File: config.mk
export PLATFORM = sky130hd
export DESIGN_NAME = tx_cpu_buf
export DESIGN_NICKNAME = d
export VERILOG_FILES = /design/src/rtl/tx_cpu_buf.sv
export SDC_FILE = /design/constraint.sdc
export NUM_CORES = 1
export LEC_CHECK = 0
export CAP_MARGIN = 20
export CORE_MARGIN = 3
export CORE_UTILIZATION = 44
export CTS_BUF_LIST = sky130_fd_sc_hd__clkbuf_8
export DETAILED_ROUTE_END_ITERATION = 7
export PLACE_DENSITY = 0.87
export RECOVER_POWER = 25
export REMOVE_ABC_BUFFERS = 1
export SLEW_MARGIN = 30
export SYNTH_ARGS = -nofsm -noshare
export SYNTH_HDL_FRONTEND = slang
export SYNTH_SLANG_ARGS = --single-unit
File: constraint.sdc
create_clock -name clk -period 1.9 [get_ports clk]
set_input_delay 0.19 -clock clk [delete_from_list [all_inputs] [get_ports clk]]
set_output_delay 0.19 -clock clk [all_outputs]
set_load 0.01 [all_outputs]
File: src/rtl/tx_cpu_buf.sv
// CPU-side transmit staging buffer: accepts byte/word CPU writes and serialises them,
// upper byte first, into an 8-bit TX FIFO write port through two slots (U next out, L behind).
module tx_cpu_buf #(
    parameter int unsigned BYTE_LANE = 1
) (
    input  logic        clk,
    input  logic        reset,
    input  logic        wr_byte,
    input  logic        wr_word,
    input  logic [15:0] d,
    input  logic        fifo_full,
    output logic        fifo_wr,
    output logic [7:0]  fifo_data,
    output logic        empty,
    output logic        full,
    output logic        overrun
);

    logic       u_full_q, u_full_d;
    logic       l_full_q, l_full_d;
    logic [7:0] u_q, u_d;
    logic [7:0] l_q, l_d;
    logic       overrun_q, overrun_d;

    logic [7:0] byte_in;
    logic       pop;
    logic       byte_legal;
    logic       word_sel;
    logic       word_legal;
    logic       write_illegal;

    if (BYTE_LANE != 0) begin : g_lane_hi
        assign byte_in = d[15:8];
    end else begin : g_lane_lo
        assign byte_in = d[7:0];
    end

    // Legality is judged on pre-edge state only; a same-cycle pop never frees a slot early.
    always_comb begin
        pop           = u_full_q && !fifo_full;
        byte_legal    = wr_byte && !l_full_q;
        word_sel      = wr_word && !wr_byte;
        word_legal    = word_sel && !u_full_q;
        write_illegal = (wr_byte && l_full_q) || (word_sel && u_full_q);
    end

    always_comb begin
        u_full_d  = u_full_q;
        l_full_d  = l_full_q;
        u_d       = u_q;
        l_d       = l_q;
        overrun_d = overrun_q || write_illegal;

        if (byte_legal && !pop) begin
            if (!u_full_q) begin
                u_d      = byte_in;
                u_full_d = 1'b1;
            end else begin
                l_d      = byte_in;
                l_full_d = 1'b1;
            end
        end else if (byte_legal && pop) begin
            // U drains this cycle and L is free, so the new byte takes U directly.
            u_d = byte_in;
        end else if (word_legal) begin
            u_d      = d[15:8];
            l_d      = d[7:0];
            u_full_d = 1'b1;
            l_full_d = 1'b1;
        end else if (pop) begin
            u_d      = l_q;
            u_full_d = l_full_q;
            l_full_d = 1'b0;
        end
    end

    always_ff @(posedge clk) begin
        if (reset) begin
            u_full_q  <= 1'b0;
            l_full_q  <= 1'b0;
            overrun_q <= 1'b0;
        end else begin
            u_full_q  <= u_full_d;
            l_full_q  <= l_full_d;
            overrun_q <= overrun_d;
        end
    end

    // Slot data carries no reset; it is only meaningful while the matching full flag is set.
    always_ff @(posedge clk) begin
        u_q <= u_d;
        l_q <= l_d;
    end

    always_comb begin
        empty     = !u_full_q;
        full      = l_full_q;
        fifo_data = u_q;
        fifo_wr   = pop;
        overrun   = overrun_q;
    end

endmodule

== After elaboration in Yosys (flattened, before gate mapping) ==
Cells that the tools add are included.

* Flip-flop bits (word level): 19
* Bits of input ports: 21
* Logic and storage cells: 48

* Equality and inequality tests: 3
* Mux-type cells: 18
* Reduce and logical (&&, ||, !) cells: 22

{| class="wikitable"
|+ Operators with widths
! kind !! count
|-
| $mux W8 || 9
|-
| $mux W1 || 9
|-
| $logic_and A1 B1 Y1 || 8
|-
| $ne A2 B2 Y1 const B || 3
|-
| $reduce_and A3 Y1 || 2
|-
| $logic_not A1 Y1 || 5
|-
| $reduce_and A2 Y1 || 2
|-
| $reduce_bool A4 Y1 || 1
|-
| $reduce_bool A3 Y1 || 1
|-
| $logic_or A1 B1 Y1 || 2
|-
| $reduce_bool A2 Y1 || 1
|}

== Longest topological paths before layout ==
Gate-level depths: netlist (run 1).

* Depth after elaboration: 6
* Depth in mapped cells: 3

== Worst setup path before layout (run 1) ==
Ideal clock, no wire load.

* Kind: register -> register
* Start: register l_full_q (netlist: full)
* End: register u_q[0] (netlist: fifo_data[0]), enable pin
* Setup time: 376 ps
* Data arrival time: 1155 ps
* Required time: 1524 ps
* Path slack: 369 ps
* Cell stages (with the launch flop): 4
* Path through: dfxtp_1 -> and2b_4 -> nor3_1 -> a21oi_1

* Cells in the longest elaborated chain, start to end: 5
* Elaborated cells between the ends (all ways): 7
* Classes of those cells: 1 x eq/ne; 6 x reduce/logical

{| class="wikitable"
|+ Ends and longest elaborated chain
! element !! RTL line !! source
|-
| from (decl) || 20 || <nowiki>logic l_full_q, l_full_d;</nowiki>
|-
| from (signal assigned) || 84 || <nowiki>l_full_q <= l_full_d;</nowiki>
|-
| $logic_not A1 Y1 * || 41 || <nowiki>byte_legal = wr_byte && !l_full_q;</nowiki>
|-
| $logic_and A1 B1 Y1 * || 41 ||
|-
| $logic_and A1 B1 Y1, on equally long branches || 54, 62 ||
|-
| $reduce_bool A4 Y1 (no line) or $ne A2 B2 Y1 (tied branches) || n/a ||
|-
| $reduce_and A2 Y1 (no line) * || n/a ||
|-
| to (signal assigned) || 91 || <nowiki>u_q <= u_d;</nowiki>
|-
| to (decl) || 21 || <nowiki>logic [7:0] u_q, u_d;</nowiki>
|}

Every way passes the cells marked *; elsewhere a longest branch is shown, timed or not.
A chain may end at the register's enable or synchronous reset.

== Worst setup path after layout (run 1) ==
* Start: register u_full_q
* End: output fifo_wr

* Cells in the longest elaborated chain, start to end: 1

{| class="wikitable"
|+ Ends and longest elaborated chain
! element !! RTL line !! source
|-
| from (decl) || 19 || <nowiki>logic u_full_q, u_full_d;</nowiki>
|-
| from (signal assigned) || 83 || <nowiki>u_full_q <= u_full_d;</nowiki>
|-
| $logic_and A1 B1 Y1 || 40 || <nowiki>pop = u_full_q && !fifo_full;</nowiki>
|-
| to (decl) || 12 || <nowiki>output logic fifo_wr,</nowiki>
|}

No other way between the ends.

==> results of run 1 <==
==> per-stage QoR <==
step / instance area [um^2] / utilization (%) / instances / total power [mW] / TNS (ns)
6_report: 1270 / 71.2 / 118 / 1.01 / 0
5_1_grt: 1270 / 71.2 / 118 / 1.06 / 0
4_1_cts: 1270 / 71.2 / 118 / 1.03 / 0
3_5_place_dp: 1220 / 68.7 / 114 / 0.768 / -1.16
3_3_place_gp: 1220 / 68.7 / 114 / 0.762 / -0.0141
2_1_floorplan: 858 / - / 55 / 0.638 / 0
==> Yosys cell counts, drive strengths merged <==
cell type,count
a21oi,3
nor2,2
nor3b,1
nand2b,2
mux2,16
nor3,3
nand2,2
nand3,1
o21bai,1
a221oi,1
and2b,2
edfxtp,16
dfxtp,3
inv,2
==> layer usage <==
| metal | share of wire (%) | wire length, um |
|---|---|---|
| met5 | 0 | 0 |
| met4 | 3.0 | 51 |
| met3 | 6.5 | 111 |
| met2 | 48 | 822 |
| met1 | 42 | 711 |
==> how the worst min path moves through the flow <==
stage / startpoint / to / slack (ns) / cells past startpoint
after floorplan: reset / full$_SDFFE_PP0P_ / 0.26 / 1
after global placement: overrun$_SDFF_PP0_ / overrun$_SDFF_PP0_ / 0.48 / 2
after detailed placement: overrun$_SDFF_PP0_ / overrun$_SDFF_PP0_ / 0.47 / 2
after CTS: overrun$_SDFF_PP0_ / overrun$_SDFF_PP0_ / 0.49 / 2
after global routing: reset / full$_SDFFE_PP0P_ / 0.55 / 2
final: overrun$_SDFF_PP0_ / overrun$_SDFF_PP0_ / 0.49 / 2
==> area by class of cell <==
cell class,instances,area [um^2]
clock buffers,3,41.3
clock inverters,1,3.75
fillers,129,513
inverters,2,7.51
multi-input cells,34,310
flip-flops and latches,19,541
well taps,25,31.3
repair buffers,34,335
==> report_power, final <==
| group | leakage [nW] | switching, mW | internal, mW | total (mW) |
|---|---|---|---|---|
| Clock | 0.0269 | 0.122 | 0.143 | 0.265 |
| Combinational | 0.256 | 0.0889 | 0.134 | 0.223 |
| Sequential | 0.179 | 0.0162 | 0.508 | 0.524 |
==> flip-flops by register name, indices dropped and copies added, names as in the netlist <==
| register | cells |
|---|---|
| fifo_data | 8 |
| full | 1 |
| l_q | 8 |
| overrun | 1 |
| u_full_q | 1 |
==> critical path: cells and delay by family (launching register included) <==
kind                   cells  cell delay (ns)
and+or+nand+nor            1             0.18
buffers and inverters      2             0.62
DFF                        1             0.52
==> logic make-up after synthesis <==
group	count (synthesis)	share of synthesized area (%)
muxes	16	21.0
DFF	19	63.0
buffers and inverters	2	0.875
and+or+nand+nor	13	11.5
AOI/OAI and AO/OA	5	3.64
==> impl_metrics.csv, run 1 <==
group,metric,value,unit
global_routing,grt_first_pass_wirelength,2.87,mm
sta,fmax,567,MHz
sta,grt_setup_unrepaired,"false",
routing,drt_iter0_markers,8,
setup_path,worstSetupStartpointType,"register",
finish,mostFrequentLayoutCells,"24 x clkdlybuf4s50_1, 16 x mux2_2, 16 x edfxtp_1",
setup_path,critPathMaxStageDelay,0.53,ns
synth,yosysTopAreaCell,"edfxtp_1",
setup_path,crit_path_end_kind,"output port",
setup_path,crit_type,"reg -> out",
clock_tree,postCtsSetupBuffers,0,
clock_tree,cts_buffer_depth,2,
sta,hold_ws,0.489,ns
setup_path,reg2reg_slack,0.19,ns
synth,postSynthAreaPerCell,15.6,um^2
pwr,p_per_area,797,nW/um^2
floorplan,rows,15,
sta,fin_ws,0.135,ns
synth,ys_types,17,
pwr,total_leakage_power,0.462,nW
setup_path,cp_max_fo,8,
global_routing,overflow,0,
clock_tree,cts_resized,0,
clock_tree,cts.sinks,19,
clock_tree,htreeDepth,1,
floorplan,fp.dieW,50.2,um
global_routing,use_met1,17.1,%
floorplan,core,1780,um^2
routing,drt-total-wl,1.70,mm
floorplan,dieArea,2520,um^2
floorplan,dieHeight,50.2,um
finish,antennaDiodeCount,0,
placement,dpl.hpwl,1.29,mm
routing,vias,588,
global_routing,use_met3,4.15,%
sta,post-route-period-util,92.9,%
setup_path,reg2reg_depth,2,
clock_tree,root_buffer,"clkbuf_8",
global_routing,groute.usage.overall,15.6,%
sta,slew_headroom,44.6,%
finish,area_growth,48.0,%
finish,mostFrequentLayoutCell,"clkdlybuf4s50_1",
sta,skew,0.00112,ns
setup_path,cp.arrival,1.58,ns
clock_tree,tritoncts,"yes",
routing,drtAntennaViolNets,0,
global_routing,grt_max_degree,11,
routing,drc_errors,0,
synth,ys_seq_area_share,63.0,%
synth,ys.warnings.count,0,
floorplan,start_util,48.1,%
finish,nets,115,
sta,tightest_slew,0.829,ns
setup_path,crit_start,"u_full_q$_SDFFE_PP0P_",
setup_path,required,1.71,ns
sta,hold_viol,0,
floorplan,ioPinCount,33,
synth,netlist_area,858,um^2
synth,synth-seq-cells,19,
setup_path,r2r-end,"l_q[7]$_DFFE_PP_",
clock_tree,cts_hold_buffers,0,
placement,dp_slack,-0.0796,ns
global_routing,top_usage_layer,"met2",
outcome,outcome,"finished clean",
flow_run,cap_violations,0,
synth,synth_area_leaders,"edfxtp_1 56%, mux2_2 21%, dfxtp_1 7.0%, nor3b_4 2.2%, a21oi_1 1.7%",
setup_path,cp_cell_sequence,"nand2b_1 -> inv_1 -> clkdlybuf4s50_1",
clock_tree,clk_latency,0.25,ns
sta,period_needed,1.77,ns
setup_path,r2r-start,"u_full_q$_SDFFE_PP0P_",
placement,io_buffers,32,
placement,gp_congestion,0.731,
routing,dr.pass1.iters,4,
clock_tree,cts_made_buffers,3,
sta,setup_violations,0,
clock_tree,clkTransAtPathRegs,0.07,ns
routing,drt-vias-per-instance,4.98,
global_routing,grtUsageMet2,26.5,%
sta,final_max_slew_viol_count,0,
setup_path,endpoint,"fifo_wr",
hold_path,hp-class,"reg -> reg",
finish,drive_gt1_share,26.9,%
synth,synth_cells,55,
routing,wire_per_inst,14.4,um
global_routing,grt_pass1_vias,613,
global_routing,antenna_found_initial,0,
synth,synth.top_cell.area_share,56.0,%
setup_path,slowest_stage,"clkdlybuf4s50_1",
pwr,peakVddDrop,686,uV
No activity file was read; power rests on OpenSTA's default activity.
==> run 2, diff against run 1 <==
Settings changed: CORE_MARGIN 3 to unset.
==> run 2 against run 1 <==
Compared with the run above: flip-flop and latch count did not move; cell count unchanged; worst hold slack worse by 0.0027 ns; combinational power about the same; setup slack better by 0.018 ns; critical path depth up 1; power is 0.29% higher; die area down 15%; sequential power is essentially flat; register-to-register slack gained 0.07 ns; critical endpoint is now fifo_data[4]$_DFFE_PP_; largest cell class unchanged; largest power group unchanged.
==> impl_metrics.csv, run 2 (synthesis gave the netlist of run 1 again) <==
group,metric,value,unit
outcome,outcome,"finished clean",
setup_path,crit_family,"compound AO/OA/AOI/OAI gates",
sta,hold_viol,0,
sta,setup_violations,0,
global_routing,grt_first_pass_wirelength,2.43,mm
setup_path,r2r-start,"u_full_q$_SDFFE_PP0P_",
pwr,peakVddDrop,510,uV
routing,drt-total-wl,1.54,mm
clock_tree,cts.sinks,19,
setup_path,crit_path_end_kind,"register",
global_routing,grt_pass1_vias,586,
setup_path,required,1.78,ns
sta,fin_ws,0.153,ns
global_routing,overflow,0,
placement,dpl.hpwl,1.18,mm
routing,vias,581,
sta,grt_setup_unrepaired,"false",
pwr,total_power,1.01,mW
finish,drive_gt1_share,28.0,%
sta,period_needed,1.75,ns
clock_tree,tritoncts,"yes",
finish,mostFrequentLayoutCells,"23 x clkdlybuf4s50_1, 16 x mux2_2, 16 x edfxtp_1",
finish,mostFrequentLayoutCell,"clkdlybuf4s50_1",
pwr,p_per_area,798,nW/um^2
routing,drt-vias-per-instance,4.92,
setup_path,cp_max_fo,8,
floorplan,rows,15,
clock_tree,clkTransAtPathRegs,0.07,ns
routing,wire_per_inst,13.0,um
finish,stdcell_count,118,
routing,drtAntennaViolNets,0,
placement,dp_slack,-0.0147,ns
routing,drt_iter0_markers,5,
clock_tree,root_buffer,"clkbuf_8",
clock_tree,clk_latency,0.25,ns
clock_tree,cts_made_buffers,3,
sta,skew,0.00401,ns
sta,final_max_slew_viol_count,0,
setup_path,worstSetupStartpointType,"input port",
hold_path,hp-class,"reg -> reg",
global_routing,groute.usage.overall,16.6,%
placement,io_buffers,32,
global_routing,grt_max_degree,12,
setup_path,slowest_stage,"a21oi_1",
sta,slew_headroom,47.2,%
finish,antennaDiodeCount,0,
clock_tree,postCtsSetupBuffers,0,
pwr,total_leakage_power,0.464,nW
clock_tree,cts_resized,0,
clock_tree,htreeDepth,1,
finish,nets,115,
setup_path,cp_cell_sequence,"dlygate4sd3_1 -> and2b_1 -> nor3_1 -> a21oi_1",
setup_path,crit_start,"wr_byte",
global_routing,antenna_found_initial,0,
finish,design_area,1270,um^2
floorplan,start_util,48.1,%
finish,area_growth,48.1,%
flow_run,cap_violations,0,
floorplan,ioPinCount,33,
floorplan,dieHeight,46.2,um
clock_tree,cts_hold_buffers,0,
floorplan,core,1780,um^2
setup_path,crit_type,"in -> reg",
hold_path,hp-start,"overrun$_SDFF_PP0_",
clock_tree,cts_buffer_depth,2,
setup_path,critPathMaxStageDelay,0.60,ns
routing,dr.pass1.iters,3,
placement,dp.cells,114,
routing,drc_errors,0,
floorplan,fp.dieW,46.2,um
placement,post_dp_cell_area,1220,um^2
sta,post-route-period-util,92.0,%
placement,gp_congestion,0.735,
sta,tightest_slew,0.791,ns
setup_path,path_buf_inv,1,
sta,fmax,572,MHz
floorplan,dieArea,2130,um^2
setup_path,cp.arrival,1.63,ns
## run 2: cell count changes in the layout (fill, tap and decap cells not counted), sizes merged
cell           change
clkdlybuf4s50      -1
dlygate4sd3        +1
clkinv             +1
inv                -1
## run 2: layout make-up
type | count | area, um^2
multi-input combinational | 34 | 310
clock inverter | 1 | 5.00
timing repair buffer | 34 | 335
clock buffer | 3 | 41.3
sequential | 19 | 541
inverter | 2 | 7.51
tap | 25 | 31.3
fill | 120 | 512
## run 2: where the power goes
part,total (mW),internal [mW],switching (mW)
Sequential,0.524,0.508,0.0166
Clock,0.269,0.146,0.123
Combinational,0.222,0.134,0.0879
## run 2: worst min-delay path, cell delays in order (launching register included)
cell and delay, ns:
dfxtp_1 0.33, a221oi_1 0.05, nor2_1 0.08
## run 2: metrics by stage
| stage | hold WS (ns) | utilization [%] | setup TNS (ns) |
|---|---|---|---|
| after floorplan | 0.259 | - | 0 |
| after global placement | 0.479 | 68.7 | -0.0354 |
| after detailed placement | 0.484 | 68.7 | -0.130 |
| after CTS | 0.506 | 71.3 | 0 |
| after global routing | 0.527 | 71.3 | 0 |
| final | 0.486 | 71.3 | 0 |
## run 2: path summary, 6_finish.rpt
kind	slack [ns]	cells after the start	to
worst max-delay path	0.15	4	fifo_data[4]$_DFFE_PP_
worst min-delay path	0.49	2	overrun$_SDFF_PP0_
worst max register to register	0.26	2	l_q[4]$_DFFE_PP_
worst min register to register	0.49	2	overrun$_SDFF_PP0_
## run 2: per-layer routing
metal	share of wire [%]	routed length [um]	track usage (%)
met1	43	667	20.7
met2	50	767	26.5
met3	4.9	75	2.75
met4	1.9	29	10.6
met5	0	0	0
